## src/rtl/ysyx_23060191_if_id_queue.sv

```systemverilog
// IF->ID instruction queue: circular FIFO of {pc, inst}, 1-cycle latency, in_ready = !full (no full pass-through).
// Optional YSYX_23060191_IFQ_BYPASS_EN: an empty queue forwards the input combinationally to decode.
module ysyx_23060191_if_id_queue #(
  parameter int XLEN  = 32,
  parameter int DEPTH = 4
) (
  input  logic                     clk,
  input  logic                     rst,
  input  logic                     flush,
  input  logic                     in_valid,
  output logic                     in_ready,
  input  logic [XLEN-1:0]          in_pc,
  input  logic [XLEN-1:0]          in_inst,
  output logic                     out_valid,
  input  logic                     out_ready,
  output logic [XLEN-1:0]          out_pc,
  output logic [XLEN-1:0]          out_inst,
  output logic [$clog2(DEPTH):0]   count
);

  localparam int AW = $clog2(DEPTH);
  localparam int CW = AW + 1;

  if (DEPTH < 2 || (DEPTH & (DEPTH - 1)) != 0) begin : g_bad_depth
    $error("DEPTH must be a power of two and at least 2");
  end

  typedef struct packed {
    logic [XLEN-1:0] pc;
    logic [XLEN-1:0] inst;
  } entry_t;

  entry_t          mem [DEPTH];
  entry_t          head;
  logic [AW-1:0]   wptr;
  logic [AW-1:0]   rptr;
  logic [CW-1:0]   cnt_q;
  logic [CW-1:0]   cnt_d;
  logic            full_q;
  logic            nempty_q;
  logic            enq;
  logic            deq;
  logic            bypass;

`ifdef YSYX_23060191_IFQ_BYPASS_EN
  assign bypass = !nempty_q && in_valid && !flush;
`else
  assign bypass = 1'b0;
`endif

  // A bypassed instruction that decode takes right away never touches storage.
  assign enq = in_valid && !full_q && !flush && !(bypass && out_ready);
  assign deq = nempty_q && out_ready && !flush;

  always_comb begin
    cnt_d = cnt_q;
    unique case ({enq, deq})
      2'b10:   cnt_d = cnt_q + CW'(1);
      2'b01:   cnt_d = cnt_q - CW'(1);
      default: cnt_d = cnt_q;
    endcase
  end

  // full/non-empty are kept as flops so in_ready/out_valid come straight from registers.
  always_ff @(posedge clk) begin
    if (rst) begin
      wptr     <= '0;
      rptr     <= '0;
      cnt_q    <= '0;
      full_q   <= 1'b0;
      nempty_q <= 1'b0;
    end else if (flush) begin
      wptr     <= '0;
      rptr     <= '0;
      cnt_q    <= '0;
      full_q   <= 1'b0;
      nempty_q <= 1'b0;
    end else begin
      if (enq) wptr <= wptr + AW'(1);
      if (deq) rptr <= rptr + AW'(1);
      cnt_q    <= cnt_d;
      full_q   <= (cnt_d == CW'(DEPTH));
      nempty_q <= (cnt_d != '0);
    end
  end

  always_ff @(posedge clk) begin
    if (!rst && enq) begin
      mem[wptr] <= '{pc: in_pc, inst: in_inst};
    end
  end

  assign head     = mem[rptr];
  assign in_ready = !full_q;
  assign count    = cnt_q;

`ifdef YSYX_23060191_IFQ_BYPASS_EN
  assign out_valid = nempty_q || bypass;
  assign out_pc    = bypass ? in_pc   : head.pc;
  assign out_inst  = bypass ? in_inst : head.inst;
`else
  assign out_valid = nempty_q;
  assign out_pc    = head.pc;
  assign out_inst  = head.inst;
`endif

endmodule

```

## config.mk

```make
export PLATFORM = sky130hd
export DESIGN_NAME = ysyx_23060191_if_id_queue
export DESIGN_NICKNAME = d
export VERILOG_FILES = /design/src/rtl/ysyx_23060191_if_id_queue.sv
export SDC_FILE = /design/constraint.sdc
export NUM_CORES = 1
export LEC_CHECK = 0
export ABC_CLOCK_PERIOD_IN_PS = 4770
export CORE_MARGIN = 5
export CORE_UTILIZATION = 50
export DETAILED_ROUTE_END_ITERATION = 12
export PLACE_DENSITY_LB_ADDON = 0.2
export SLEW_MARGIN = 20
export SYNTH_ARGS = -nofsm -noshare
export SYNTH_HDL_FRONTEND = slang
export SYNTH_SLANG_ARGS = --single-unit
```

## constraint.sdc

```tcl
create_clock -name clk -period 4.77 [get_ports clk]
set_input_delay 0.477 -clock clk [delete_from_list [all_inputs] [get_ports clk]]
set_output_delay 0.477 -clock clk [all_outputs]
set_load 0.02 [all_outputs]
```

Yosys cells after proc, flatten, opt, wreduce, memory -nomap -nowiden --
Memory sizes are Yosys's and may differ from the RTL's. A register that Yosys moved wholly into a read port is not among the register bits. Index checks and enable logic that the tools add are counted.
Storage, ports and cells: register bits 9, memory bits (writable) 256, bits of input ports 69, output and inout bits 69, word-level logic and storage cells 28, memories kept 1
Operators by class: $add $sub $neg 4, equality and inequality tests 3, mux-type cells 5, reductions and logical operators 10
Memories:
- mem | words 4, width 64, read ports 1, clocked after memory_dff 1, write ports 1, RTL line 33 | entry_t mem [DEPTH];
Operators by type and width (number):
- 3-bit case mux with 2 select lines | 1
- 1-bit logical AND | 5
- 2-bit by 1-bit adder with 2-bit output, second input constant | 2
- 2-bit 2-to-1 mux | 2
- 3-bit by 1-bit adder with 3-bit output, second input constant | 1
- 3-bit equality test, second input constant | 1
- 1-bit zero test | 3
- 3-bit nonzero test | 1
- 3-bit by 1-bit subtractor with 3-bit output, second input constant | 1
- 2-bit by 1-bit equality test with 1-bit output, second input constant | 1
- 2-bit equality test, second input constant | 1
- 1-bit 2-to-1 mux | 2
- 2-bit OR reduction | 1

Depth between registers and ports, before layout --
depth in word-level cells 6, gate-level depth with buffers 8, depth with buffers taken out 7

Least setup slack after synthesis --
No wires, ideal clock.
path kind input to register, start point input in_valid, end point memory mem[0][0] (netlist name) (enable), setup time 0.429 ns, arrival time 2.404 ns, required time 4.341 ns, slack 1.937 ns, stages 3, buffers on the path 1, path through nor2b_1 > clkbuf_1 > and3_1
Between the ends: longest elaborated chain between the ends 5
Ends and longest elaborated chain:
- from (decl) | RTL line 10 | input logic in_valid,
- 1-bit logical AND (2 in series) | RTL line 52 | assign enq = in_valid && !full_q && !flush && !(bypass && out_ready);
- 1-bit logical AND | RTL line 88 | if (!rst && enq) begin
- 1-bit 2-to-1 mux | RTL line 88
- 1-bit 2-to-1 mux (implied by the code) | RTL line 89 | mem[wptr] <= '{pc: in_pc, inst: in_inst};
- to (decl) | RTL line 33
Every way passes these cells.

==> impl_metrics.tcl <==
set metrics [dict create \
    initial_core_util 0.505 \
    cp.required_ns 4.29 \
    min_path_type "flip-flop to flip-flop" \
    pin_count 138 \
    diodes 0 \
    worst_pin_slew_ns 1.03 \
    cts_tree "built" \
    die_x_um 150 \
    synth_seq_cells 267 \
    cp_cell_sequence "buf_12 -> mux4_2 -> clkdlybuf4s50_1" \
    h-tree-depth 1 \
    p_leak_nw 3.82 \
    drt_iter0_markers 178 \
    critPathMaxFanout 39 \
    fin_crit_ns 3.27 \
    drtAntennaViolNets 0 \
    cts_setup_buffers 0 \
    swShare 0.189 \
    finalWeightedCongestion 0.727 \
    avgViaCountPerCell 5.30 \
    synth_area_um2 9760 \
    hpwlAfterDp_um 9690 \
    p_comb_frac 0.039 \
    final_max_slew_viol_count 0 \
    grt.total_usage 0.158 \
    first_pass_iters 4 \
    die_h_um 150 \
    syn-instance-count 390 \
    vdd_ir_drop_max_mv 0.261 \
    rsz0062_at_grt "no" \
    total_power_mw 4.73 \
    power-per-cell-area_nw_per_um2 386 \
    fmax_mhz 306 \
    setup-tns-final_ns 0 \
    grt_overflow 0 \
    io_buffers 137 \
    max_stage_delay_ns 0.69 \
    drc 0 \
    syn_nets 465 \
    clk_latency_ns 0.52 \
    path_clk_slew_ns 0.06 \
    power.switching_uw 892 \
    yosysTopAreaCell "edfxtp_1" \
    crit_type "flip-flop to output pin" \
    grt_max_degree 65 \
    ctsHoldBuffers 0 \
    nNetsFinal 616 \
    min_period_over_period 0.685 \
    synth_cell_types 27 \
    synth_edf_count 256 \
    first_global_vias 4810 \
    syn_to_final_growth_pct 25.4 \
    worst_ep_arrival_time_ns 2.79 \
    clock-sinks 267 \
    dieArea_um2 22400 \
    grt_pass1_wl_um 27000 \
    ctsResizeCount 0 \
    finalHoldViolCount 0 \
    clockRootBuffer "clkbuf_16" \
    finalSetupViolCount 0 \
    rows 51 \
    antenna_found_initial 0 \
    synthFlopType "edfxtp_1" \
    drive_gt1_frac 0.190 \
    synth_top_cell_area_share 0.788 \
    cp-start-kind "flip-flop" \
    synthArstFlopShare 0 \
    relSlewSlack 0.314 \
    vias 4385 \
    critPathCaptureType "output pin" \
    cts_buffer_depth 3 \
    pwr-share-seq 0.550 \
    synth_top_cells_by_area "edfxtp_1, mux4_2, dfxtp_1" \
    seq_area_frac_synth 0.810 \
    ys_warn_count 0 \
    max-cap-violations 0 \
    routed_wl_um 17400 \
    cts_inserted_buffers 27 \
    wl_per_cell_um 21.0 \
    cp_slowest_cell "dfxtp_4" \
    status "complete, no violations" \
    internal-power_mw 3.84 \
    core_um2 19300 \
    fin_worst_skew_ns 0.0140 \
    p_clk_frac 0.411 \
    syn_area_per_cell_um2 25.0 \
]
## layout by cell type, fill, tap and decap left out, drive strengths merged, types with 3 or more instances in the layout
master	synthesis	final
clkdlybuf4s50	0	137
and3	5	5
inv	4	5
clkinv	0	13
edfxtp	256	256
dfxtp	11	11
nor2	8	8
mux4	64	64
nand2b	3	3
ha	5	5
clkbuf	7	34
## cells in the mapped netlist (all sizes together) (2+ instances only)
master / count
clkbuf: 7
nand2b: 3
nor2: 8
mux4: 64
and3: 5
mux2i: 2
xor2: 2
buf: 9
ha: 5
xnor2: 2
inv: 4
edfxtp: 256
dfxtp: 11
## cell families (layout without fill, tap and decap cells)
family                     Yosys count  after routing  share of synthesized area
buffers and inverters               20            192                     0.0110
adders and majority gates            6              6                    0.00846
and+or+nand+nor                     23             23                     0.0132
muxes                               66             66                      0.150
DFF                                267            267                      0.810
xor gates and xnor gates             4              4                    0.00359
AOI/OAI and AO/OA                    4              4                    0.00346
## worst max-delay path: cells and delay by family, from the launching register on
family / cells / cell delay, ns
buffers and inverters: 2 / 0.98
multiplexers: 1 / 0.56
flip-flops: 1 / 0.69
## final timing paths
check	slack (ns)	cells past startpoint	endpoint	start
setup / recovery	1.50	3	out_pc[24]	flip-flop
hold / removal	0.51	2	rptr[1]	rptr[1]
setup reg to reg	2.42	7	full_q	full_q
hold reg to reg	0.51	2	rptr[1]	rptr[1]
## power by group through the flow
stage                     Combinational, mW  Clock (mW)  Sequential, mW
final                                 0.186        1.94            2.60
after global routing                  0.198        2.11            2.60
after CTS                             0.189        1.99            2.60
after detailed placement              0.187           0            2.65
after global placement                0.182           0            2.65
after floorplan                      0.0644           0            2.65
## metal layers
layer | wire, um | vias up | track usage
li1 | - | 1963 | -
met1 | 7060 | 2281 | 0.208
met2 | 9000 | 122 | 0.269
met3 | 1040 | 19 | 0.0388
met4 | 254 | 0 | 0.0375
met5 | 0 | - | 0
## per-stage QoR
stage	util	hold slack (ns)	std cells	cell area (um2)	setup WS, ns
global route	0.633	0.561	827	12200	1.31
floorplan	-	0.472	390	9760	1.94
finish	0.633	0.514	827	12200	1.50
CTS	0.633	0.518	827	12200	1.39
detailed placement	0.590	0.493	777	11400	1.79
global placement	0.590	0.489	777	11400	1.91
## state kept, by name (all words and copies together) (netlist names), named ones only
register	count
rptr	2
mem	256
count	3
full_q	1
out_valid	1
wptr	2
## final cells by class
class,instances,area (um2)
Sequential cell,267,7920
Fill cell,1318,7100
Multi-Input combinational cell,103,1760
Timing Repair Buffer,138,1390
Clock buffer,34,702
Tap cell,265,332
Clock inverter,16,123
Inverter,4,15.0
Note: power is estimated with default switching activity, not from simulation.
